## src/rtl/divide_unit.sv

```systemverilog
// Iterative radix-2 restoring divider for RV32M DIV/DIVU/REM/REMU.
// Fixed latency: done pulses WIDTH+1 edges after the accept edge.
//
// state | meaning
// IDLE  | waiting for start; r holds last result
// RUN   | one quotient bit per cycle, MSB first
// FIX   | sign correction, result select, done pulse
module divide_unit #(
   parameter int WIDTH = 32
) (
   input  logic             clk,
   input  logic             reset,
   input  logic             start,
   input  logic [1:0]       op,
   input  logic [WIDTH-1:0] a,
   input  logic [WIDTH-1:0] b,
   output logic             busy,
   output logic             done,
   output logic [WIDTH-1:0] r
);
   localparam int CW = $clog2(WIDTH);

   typedef enum logic [1:0] {IDLE, RUN, FIX} state_t;

   state_t           state_q, state_d;
   logic [CW-1:0]    cnt_q, cnt_d;
   logic [1:0]       op_q, op_d;
   logic             sa_q, sa_d, sb_q, sb_d;
   logic [WIDTH-1:0] quo_q, quo_d, rem_q, rem_d, dvs_q, dvs_d, r_q, r_d;
   logic             busy_q, busy_d, done_q, done_d;

   logic             is_signed, a_neg, b_neg, dvs_zero;
   logic [WIDTH-1:0] a_mag, b_mag, q_fix, rem_fix;
   logic [WIDTH:0]   rem_sh, trial;

   always_comb begin
      state_d = state_q;
      cnt_d   = cnt_q;
      op_d    = op_q;
      sa_d    = sa_q;
      sb_d    = sb_q;
      quo_d   = quo_q;
      rem_d   = rem_q;
      dvs_d   = dvs_q;
      r_d     = r_q;
      busy_d  = busy_q;
      done_d  = 1'b0;

      is_signed = ~op[0];
      a_neg     = is_signed & a[WIDTH-1];
      b_neg     = is_signed & b[WIDTH-1];
      a_mag     = a_neg ? -a : a;
      b_mag     = b_neg ? -b : b;

      rem_sh   = {rem_q, quo_q[WIDTH-1]};
      trial    = rem_sh - {1'b0, dvs_q};
      dvs_zero = (dvs_q == '0);

      // A zero divisor keeps the all-ones raw quotient; the remainder
      // correction then reproduces the original dividend on its own.
      q_fix   = ((sa_q ^ sb_q) && !dvs_zero) ? -quo_q : quo_q;
      rem_fix = sa_q ? -rem_q : rem_q;

      case (state_q)
         IDLE: begin
            if (start) begin
               op_d    = op;
               sa_d    = a_neg;
               sb_d    = b_neg;
               quo_d   = a_mag;
               dvs_d   = b_mag;
               rem_d   = '0;
               cnt_d   = '0;
               busy_d  = 1'b1;
               state_d = RUN;
            end
         end
         RUN: begin
            rem_d = trial[WIDTH] ? rem_sh[WIDTH-1:0] : trial[WIDTH-1:0];
            quo_d = {quo_q[WIDTH-2:0], ~trial[WIDTH]};
            if (cnt_q == CW'(WIDTH - 1)) begin
               state_d = FIX;
            end else begin
               cnt_d = cnt_q + CW'(1);
            end
         end
         FIX: begin
            r_d     = op_q[1] ? rem_fix : q_fix;
            done_d  = 1'b1;
            busy_d  = 1'b0;
            state_d = IDLE;
         end
         default: begin
            busy_d  = 1'b0;
            state_d = IDLE;
         end
      endcase
   end

   always_ff @(posedge clk or posedge reset) begin
      if (reset) begin
         state_q <= IDLE;
         cnt_q   <= '0;
         op_q    <= '0;
         sa_q    <= 1'b0;
         sb_q    <= 1'b0;
         quo_q   <= '0;
         rem_q   <= '0;
         dvs_q   <= '0;
         r_q     <= '0;
         busy_q  <= 1'b0;
         done_q  <= 1'b0;
      end else begin
         state_q <= state_d;
         cnt_q   <= cnt_d;
         op_q    <= op_d;
         sa_q    <= sa_d;
         sb_q    <= sb_d;
         quo_q   <= quo_d;
         rem_q   <= rem_d;
         dvs_q   <= dvs_d;
         r_q     <= r_d;
         busy_q  <= busy_d;
         done_q  <= done_d;
      end
   end

   assign busy = busy_q;
   assign done = done_q;
   assign r    = r_q;

endmodule

```

## config.mk

```make
export PLATFORM = sky130hd
export DESIGN_NAME = divide_unit
export DESIGN_NICKNAME = d
export VERILOG_FILES = /design/src/rtl/divide_unit.sv
export SDC_FILE = /design/constraint.sdc
export NUM_CORES = 1
export LEC_CHECK = 0
export BUFFER_PORTS_ARGS = -buffer_cell sky130_fd_sc_hd__buf_2
export CAP_MARGIN = 10
export CORE_MARGIN = 2
export CORE_UTILIZATION = 40
export DETAILED_ROUTE_END_ITERATION = 6
export PLACE_DENSITY_LB_ADDON = 0.1
export SKIP_CTS_REPAIR_TIMING = 1
export SYNTH_ARGS = -nofsm -noshare
export SYNTH_HDL_FRONTEND = slang
export SYNTH_SLANG_ARGS = --single-unit
```

## constraint.sdc

```tcl
create_clock -name clk -period 11.7 [get_ports clk]
set_input_delay 0.585 -clock clk [delete_from_list [all_inputs] [get_ports clk]]
set_output_delay 0.585 -clock clk [all_outputs]
set_load 0.05 [all_outputs]
```

==> impl_results.md <==
* Status: finished, final reports clean
* Avg WL per Cell at approximately 18 um
* Relative slew slack at between 20% and 30%
* Critical path launch point type: flip-flop
* # Max-Cap Violations at 0
* CTS Root Buffer Type: clkbuf_16
* Fin Setup TNS at 0 ns
* Setup slack, reg-to-reg at 8.10 ns
* Distinct cells, synth at 62
* Maximum VDD drop at approximately 0.17 mV
* Vias in the first global route at 8,643
* Initial antenna violation count at 0
* Iter 0 DRT Violations at 726
* Routed Antenna Nets at 0
* PnR worst setup slack at 8.10 ns
* Port bufs at 102
* R2R depth at 12
* Setup Skew at roughly 0.0097 ns
* Peak Freq at 278 MHz
* LEAKAGE at 5.13 nW
* Ys Warns at 0
* Die height at 165 um
* # setup viols final at 0
* Core box area at approximately 25,000 sq um
* Fill cell count at around 2,600
* Nets at 1,454
* Main synth FF type: dfrtp_1
* Critical path class: reg2reg
* Remaining DRCs at 0
* Total power draw at 4.03 mW
* Grt ovf at 0
* TritonCTS buffer count at 17
* Sequential cell area fraction in the yosys report at 33.9%
* Synth Cell Area at 10,300 sq um
* Layout cells sized above 1 at 11.7%
* CTS clk-pin slew, worst paths at 0.07 ns
* Unrepaired setup endpoints after global routing: false
* Initial Util at between 40 and 50%
* Pre-CTS setup slack at 8.20 ns
* Arrival @ worst endpoint at 3.91 ns
* Rows at 58
* Hold WC Path Type: in2async
* Pwr/cell area at 347 nW/um^2
* CTS tree: done
* Hpwl dp at 23,300 um
* IO Pins at 103
* Synthesized Nets at 1,397
* Post-synth EDFFs at 0
* Synthesized flop and latch total at 140
* DR pass1 iterations at 5
* First-pass GRT wire length at between 40,000 and 50,000 um
* Fin. max-slew vios at 0
* Worst R2R End: rem_q[25]
* Post-Route WL at 30,700 um
* Via density at 5.57
* N_diodes at 0
* Final period util at 30.8%
* Crit Path Max Fanout at between 50 and 60
* Tot GR Track Use at 23.2%
* Syn_area_per_cell at 8.01 sq um
* Final Hold Viols at 0
* Cells after Synth at ~1,300
* H-tree levels at 4
* Clk Latency, worst-skew pair at 0.44 ns
* Clk sinks at 140
* Largest net degree at the start of global routing at 79
* Die footprint at 27,100 sq um
* Vias after detailed routing at between 9,000 and 10,000
* FF-to-FF Start: quo_q[31]
* Worst Tran Pin Value at 1.12 ns
* Longest Clk Path Bufs at 2
* Crit end category: flip-flop
* Asr flop ratio synth at 100%
* Die width at 165 um
* Layout overhead on the synthesized area at 12.6%
* Finished Core Util at 46.1%
* CP Data Required Time at 12.01 ns
* GP Congestion at slightly below 0.9
* Min cycle time layout at roughly 3.6 ns
-- kinds of logic (layout without fill, tap and decap cells) --
kind of cell	Yosys count	in the layout	share of synthesized area [%]
simple gates	408	408	18.2
xor+xnor	148	148	12.6
buf+inv	136	206	4.95
flops	140	140	33.9
mux	18	18	1.77
compound gates	400	400	23.8
fa+ha+maj	39	39	4.80
-- flip-flops by register name (all words and copies together), names as in the netlist --
signal	flops
busy	1
done	1
cnt_q	5
r	32
rem_q	32
op_q	1
dvs_q	32
sa_q	1
quo_q	32
state_q	2
sb_q	1
-- worst max-delay path, cell delays in order, from the launching register on --
cell and delay, ns:
dfrtp_1 0.38, inv_1 0.08, ha_1 0.22, fa_1 0.40, nand2b_1 0.19, a2111o_1 0.40
and2_1 0.20, a211o_1 0.30, a21oi_1 0.25, xnor2_2 0.15, buf_4 0.50, nand2b_1 0.28
o21ai_0 0.13
-- cell type report --
type / instances / area [sq um] / area share (%)
sequential: 140 / 3500 / 30.1
inverter: 63 / 241 / 2.08
timing repair buffer: 111 / 578 / 4.97
multi-input combinational: 1013 / 6340 / 54.5
clock buffer: 17 / 425 / 3.66
tap: 330 / 413 / 3.55
clock inverter: 15 / 133 / 1.14
-- per-layer routing --
| layer | part of all wire (%) | up-vias | GRT usage [%] |
|---|---|---|---|
| met2 | 43 | 216 | 34.1 |
| met4 | 1.1 | 0 | 5.02 |
| met1 | 52 | 4461 | 36.4 |
| met5 | 0 | - | 0 |
| met3 | 3.8 | 22 | 2.74 |
| li1 | - | 4707 | - |
-- power breakdown --
group | switching [mW] | internal, mW
combinational | 1.47 | 1.01
sequential | 0.330 | 0.703
clock | 0.245 | 0.279
total | 2.04 | 1.99
-- through the flow --
stage,instances,cell area (sq um),hold WS (ns)
after detailed placement,1657,11100,0.465
final,1689,11600,0.258
after CTS,1689,11600,0.299
after global routing,1689,11600,0.316
after global placement,1657,11100,0.461
after floorplan,1289,10300,0.469
-- cells in the mapped netlist, drive strengths merged, types with 26 or more instances --
cell,n,share of area (%)
xor2,78,6.6
nor3,31,1.5
clkbuf,68,2.5
nand2,172,6.3
a21oi,79,3.8
o21ai,167,8.1
dfrtp,140,34
nor2,82,3.0
ha,38,4.6
o31ai,26,1.9
xnor2,70,5.9
inv,62,2.3
nand3,28,1.4
-- cells in the final DEF, fill, tap and decap left out, types with 8 or more instances in the layout --
master and instances:
nand3_1 28, inv_1 61, nand2b_1 16, nand2_1 170
nand4_1 10, ha_1 38, o21ai_0 158, a32oi_1 11
dfrtp_1 140, a22oi_1 15, a21oi_1 79, clkbuf_16 17
nor2_1 81, mux2i_1 16, nor4_1 21, o22ai_1 9
o21ai_1 8, a31oi_1 10, xnor2_1 69, buf_4 9
xor2_1 78, nor3_1 31, and3_1 11, or3_1 11
buf_2 102, o31ai_1 25, a21o_1 21, o311ai_0 11
-- how the worst max path moves through the flow --
stage / start / end / slack [ns] / cells past startpoint
2_1_floorplan: reset / busy / 7.36 / 1
3_3_place_gp: quo_q[31] / rem_q[22] / 8.27 / 12
3_5_place_dp: quo_q[31] / rem_q[25] / 8.20 / 12
4_1_cts: quo_q[31] / rem_q[25] / 8.13 / 12
5_1_grt: quo_q[31] / rem_q[25] / 7.90 / 12
6_report: quo_q[31] / rem_q[25] / 8.10 / 12
(Power assumes the default switching activity.)
